### config.mk
export PLATFORM = sky130hd
export DESIGN_NAME = div_hilo_sequencer
export DESIGN_NICKNAME = d
export VERILOG_FILES = /design/src/rtl/div_pkg.sv /design/src/rtl/neg_if.sv /design/src/rtl/div_hilo_sequencer.sv
export SDC_FILE = /design/constraint.sdc
export NUM_CORES = 1
export LEC_CHECK = 0
export BUFFER_PORTS_ARGS = -buffer_cell sky130_fd_sc_hd__buf_2
export CAP_MARGIN = 25
export CORE_MARGIN = 2
export CORE_UTILIZATION = 35
export DETAILED_ROUTE_END_ITERATION = 16
export PLACE_DENSITY_LB_ADDON = 0.15
export SLEW_MARGIN = 20
export SYNTH_ARGS = -nofsm -noshare
export SYNTH_HDL_FRONTEND = slang
export SYNTH_HIERARCHICAL = 1
export SYNTH_SLANG_ARGS = --single-unit
### constraint.sdc
create_clock -name clock -period 2.2 [get_ports clock]
set_input_delay 0.11 -clock clock [delete_from_list [all_inputs] [get_ports clock]]
set_output_delay 0.11 -clock clock [all_outputs]
set_load 0.02 [all_outputs]
### src/rtl/div_pkg.sv
// Shared types and constants for the HI/LO divide sequencer and its helpers.
package div_pkg;

    typedef enum logic [1:0] {
        IDLE,
        SETTLE,
        FIX,
        DONE
    } state_e;

    localparam int          CNT_W        = 8;
    localparam logic [31:0] DBZ_QUOTIENT = 32'hFFFF_FFFF;

endpackage

### src/rtl/neg_if.sv
// Conditional two's-complement negate; wraps, so -0x80000000 stays 0x80000000.
module neg_if (
    input  logic        neg,
    input  logic [31:0] in_val,
    output logic [31:0] out_val
);

    assign out_val = neg ? (~in_val + 32'd1) : in_val;

endmodule

### src/rtl/div_hilo_sequencer.sv
// Drives operand magnitudes into an external combinational divider, waits out its
// multicycle settle window, then sign-corrects quotient/remainder into LO/HI.
module div_hilo_sequencer
    import div_pkg::*;
#(
    parameter int SETTLE_CYCLES = 4
) (
    input  logic        clock,
    input  logic        clear,
    input  logic        start,
    input  logic        is_signed,
    input  logic [31:0] op_a,
    input  logic [31:0] op_b,
    output logic [31:0] div_dividend,
    output logic [31:0] div_divisor,
    input  logic [31:0] div_quotient,
    input  logic [31:0] div_remainder,
    output logic        busy,
    output logic        done,
    output logic        dbz,
    output logic [31:0] hi_out,
    output logic [31:0] lo_out
);

    state_e             state_q, state_d;
    logic [CNT_W-1:0]   cnt_q, cnt_d;
    logic               sign_a_q, sign_a_d;
    logic               sign_b_q, sign_b_d;
    logic               dbz_q, dbz_d;
    logic [31:0]        a_q, a_d;
    logic [31:0]        dividend_q, dividend_d;
    logic [31:0]        divisor_q, divisor_d;
    logic [31:0]        hi_q, hi_d;
    logic [31:0]        lo_q, lo_d;

    logic               sign_a_in, sign_b_in;
    logic [31:0]        mag_a, mag_b, quo_fixed, rem_fixed;

    assign sign_a_in = op_a[31] & is_signed;
    assign sign_b_in = op_b[31] & is_signed;

    neg_if u_neg_a (.neg(sign_a_in),           .in_val(op_a),          .out_val(mag_a));
    neg_if u_neg_b (.neg(sign_b_in),           .in_val(op_b),          .out_val(mag_b));
    // Quotient is negative when operand signs differ; remainder follows the dividend.
    neg_if u_fix_q (.neg(sign_a_q ^ sign_b_q), .in_val(div_quotient),  .out_val(quo_fixed));
    neg_if u_fix_r (.neg(sign_a_q),            .in_val(div_remainder), .out_val(rem_fixed));

    always_comb begin
        state_d    = state_q;
        cnt_d      = cnt_q;
        sign_a_d   = sign_a_q;
        sign_b_d   = sign_b_q;
        dbz_d      = dbz_q;
        a_d        = a_q;
        dividend_d = dividend_q;
        divisor_d  = divisor_q;
        hi_d       = hi_q;
        lo_d       = lo_q;

        case (state_q)
            IDLE: begin
                if (start) begin
                    sign_a_d   = sign_a_in;
                    sign_b_d   = sign_b_in;
                    a_d        = op_a;
                    dividend_d = mag_a;
                    divisor_d  = mag_b;
                    dbz_d      = (op_b == '0);
                    if (op_b == '0) begin
                        state_d = FIX;
                    end else begin
                        state_d = SETTLE;
                        cnt_d   = CNT_W'(SETTLE_CYCLES - 1);
                    end
                end
            end
            SETTLE: begin
                if (cnt_q == '0) begin
                    state_d = FIX;
                end else begin
                    cnt_d = cnt_q - CNT_W'(1);
                end
            end
            FIX: begin
                // Divide-by-zero bypasses the divider; HI returns the original dividend.
                if (dbz_q) begin
                    lo_d = DBZ_QUOTIENT;
                    hi_d = a_q;
                end else begin
                    lo_d = quo_fixed;
                    hi_d = rem_fixed;
                end
                state_d = DONE;
            end
            DONE:    state_d = IDLE;
            default: state_d = IDLE;
        endcase
    end

    // NOTE: sequential state uses non-blocking assignments only; every flop, including
    // HI/LO and the operand latches, is cleared so an aborted operation leaves no trace.
    always_ff @(posedge clock or negedge clear) begin
        if (!clear) begin
            state_q    <= IDLE;
            cnt_q      <= '0;
            sign_a_q   <= 1'b0;
            sign_b_q   <= 1'b0;
            dbz_q      <= 1'b0;
            a_q        <= '0;
            dividend_q <= '0;
            divisor_q  <= '0;
            hi_q       <= '0;
            lo_q       <= '0;
        end else begin
            state_q    <= state_d;
            cnt_q      <= cnt_d;
            sign_a_q   <= sign_a_d;
            sign_b_q   <= sign_b_d;
            dbz_q      <= dbz_d;
            a_q        <= a_d;
            dividend_q <= dividend_d;
            divisor_q  <= divisor_d;
            hi_q       <= hi_d;
            lo_q       <= lo_d;
        end
    end

    assign div_dividend = dividend_q;
    assign div_divisor  = divisor_q;
    assign busy         = (state_q == SETTLE) || (state_q == FIX);
    assign done         = (state_q == DONE);
    assign dbz          = dbz_q;
    assign hi_out       = hi_q;
    assign lo_out       = lo_q;

endmodule
==> metrics.txt <==
core box area=28800 um2; clock-pin slew on the worst setup and hold paths=0.07 ns; drt via density=5.14; Period Utilization, post-route=0.913; FP Rows=62; CP max FO=48; clk buf depth=2; pwr/cell area=1370 nW/um2; commonest cells after routing, fill and taps aside=buf_2, dfrtp_1, xnor2_1; CTS tree=built; Hold WC Path Type=input port to register; worst-margin pin slew=0.570 ns; final WL=28.9 mm; remaining routing DRC violations=0; status=finished clean; vias=8334; die width=175 um; worst path arrival time=2.33 ns; Num CTS Buffers=17; CTS root buf=clkbuf_16; final hold violations=0; syn_area_per_cell=10.9 um2; Worst setup EP type=register; Startpoint Class=register; die area=30700 um2; cells along the critical path=inv_1 > ha_1 > nand2_4 > buf_12 > mux2_2; Worst Clk Skew=0.00964 ns; Fillers=2814; clock sinks=173; main flop type after synthesis=dfrtp_1; nets@finish=1366; sequential area share after synthesis=0.422; number of flops mapped to enable cells by yosys=0; Max Cap Viol=0; clk_lat worst skew=0.44 ns; total grt overflow=0; Mapped Cells=939; Cell variety after synth=46; largest net degree at the start of global routing=57; first-pass GRT wire length=46.5 mm; Yosys top cell by area=dfrtp_1; Worst VDD drop=0.719 mV; Wirelength per Cell=17.8 um; # Post-CTS Setup Buffers=0; total global routing track utilization=0.192; commonest non-fill, non-tap cell in the layout=buf_2; Slew Viols, Final=0; Final GP Congestion=0.823; Synthesized Nets=1082; Final Total Pwr=17.9 mW; Initial Util=0.357; Synth top area share=0.422; slowest stage cell, crit path=ha_1; worst path bufs/invs=2; vias in the first global route=8269; Area contributors post-synth=dfrtp_1, mux2_2, xnor2_1; Slew headroom=0.620; drt first pass iters=4; CP Class=register to register; die height=175 um; Seq cells post-synth=173; DRC marker count from the first detailed-route iteration=460; Final ANT Viol Nets=0; H-tree depth=4; I/O Pins=263; FF+latch area=4330 um2; post-synthesis cell area=10300 um2; CP Data Required Time=2.52 ns; area of the multi-input gates=5710 um2; Sum Neg Setup Slack=0 ns; Yosys warning total=6; P_leak=5.21 nW; Final setup viols=0; Post-DP HPWL=21.8 mm; initial antenna violation count=2; layout cells sized above 1=0.384; RSZ-0062 raised after global routing=false; I/O Buffers=262; CP peak stage delay=0.52 ns; area grow syn2layout=26.7%; post-synthesis async set-or-reset flop share=1.00; CP delay by family, top=adder cells; Final min period=2.01 ns; FMAX=498 MHz
## per-stage QoR
stage           util  cell area (um2)  hold WS [ns]  setup slack [ns]  cells
5_1_grt        0.452            13000        0.0118            0.0136   1621
3_3_place_gp   0.424            12200         0.130             0.222   1567
4_1_cts        0.452            13000      0.000288             0.180   1620
6_report       0.452            13000        0.0238             0.191   1621
2_1_floorplan      -            10300        -0.186             0.355    939
3_5_place_dp   0.424            12200         0.140             0.227   1567
## worst reg2reg max path, stage by stage, from the launching register on
cell and delay (ns):
dfrtp_1 0.41, inv_1 0.18, ha_1 0.52, nand2_4 0.19
buf_12 0.25, mux2_2 0.35
## repair_timing
item	CTS	global route
endpoints found under the hold margin	71	0
setup endpoints to repair	0	10
gates resized for setup	0	4
hold buffers	21	0
## power by group
group	internal, mW	total, mW	leakage [nW]	switching [mW]
registers	4.81	5.76	1.99	0.954
clock network	1.73	3.12	0.277	1.39
logic	3.90	8.98	2.93	5.08
## flip-flops by register name, summed over array words and instances, names as in the netlist
name / cells
hi_out: 32
dbz: 1
sign_b_q: 1
div_divisor: 32
lo_out: 32
state_q: 2
div_dividend: 32
cnt_q: 8
a_q: 32
sign_a_q: 1
## cells in the mapped netlist, types with 2 or more instances
cell type and instances:
o22ai_1 3, o41ai_1 21, nand4b_2 4, or2_2 5, inv_1 14, nand4_1 16
clkbuf_1 34, nand3_1 21, or2b_1 8, nor3_1 11, nand2_1 57, o311ai_0 4
dfrtp_1 173, nor4_1 17, buf_2 3, and2_1 3, xnor2_1 120, mux2_2 99
o21ai_0 40, mux2i_1 33, o211ai_1 3, or4_1 2, or3_1 7, a21oi_1 37
o41ai_2 16, nor2b_1 5, buf_4 4, nor4_4 17, nor2_1 42, nand2b_1 17
buf_1 10, nand3b_1 7, o31ai_1 32, o22a_1 32, ha_1 11
## worst paths after layout
check                            from  cells past startpoint  slack, ns         endpoint
max                        state_q[0]                      5       0.19  div_divisor[15]
min                          op_a[18]                      2       0.02          a_q[18]
max reg2reg                state_q[0]                      5       0.19  div_divisor[15]
min reg2reg                 lo_out[9]                      1       0.49        lo_out[9]
max in group asynchronous       clear                      3       1.29       hi_out[10]
min in group asynchronous       clear                      2       0.21       lo_out[13]
## routing by layer
layer  vias to the layer above  GRT usage  share of wire
met5                         -          0        0.00045
met1                      4050      0.275           0.48
met4                         2     0.0441         0.0096
met3                        18     0.0422          0.058
met2                       222      0.296           0.45
li1                       4042          -              -
## logic make-up (layout without fill, tap and decap cells)
kind of cell,after synthesis,after routing,synth area share
and+or+nand+nor,242,242,0.150
muxes,132,132,0.141
other,0,1,0
buffers and inverters,65,362,0.0256
adders and majority gates,11,11,0.0134
xor gates and xnor gates,121,121,0.103
AOI/OAI and AO/OA,195,195,0.145
DFF,173,173,0.422
## area by class of cell
type,instances,share of cell area
multi-input combinational,701,0.439
sequential,173,0.333
timing repair buffer,316,0.141
tap,384,0.0369
clock buffer,19,0.0340
clock inverter,13,0.0119
inverter,14,0.00404
antenna,1,0.000192
No activity file was read; power rests on OpenSTA's default activity.
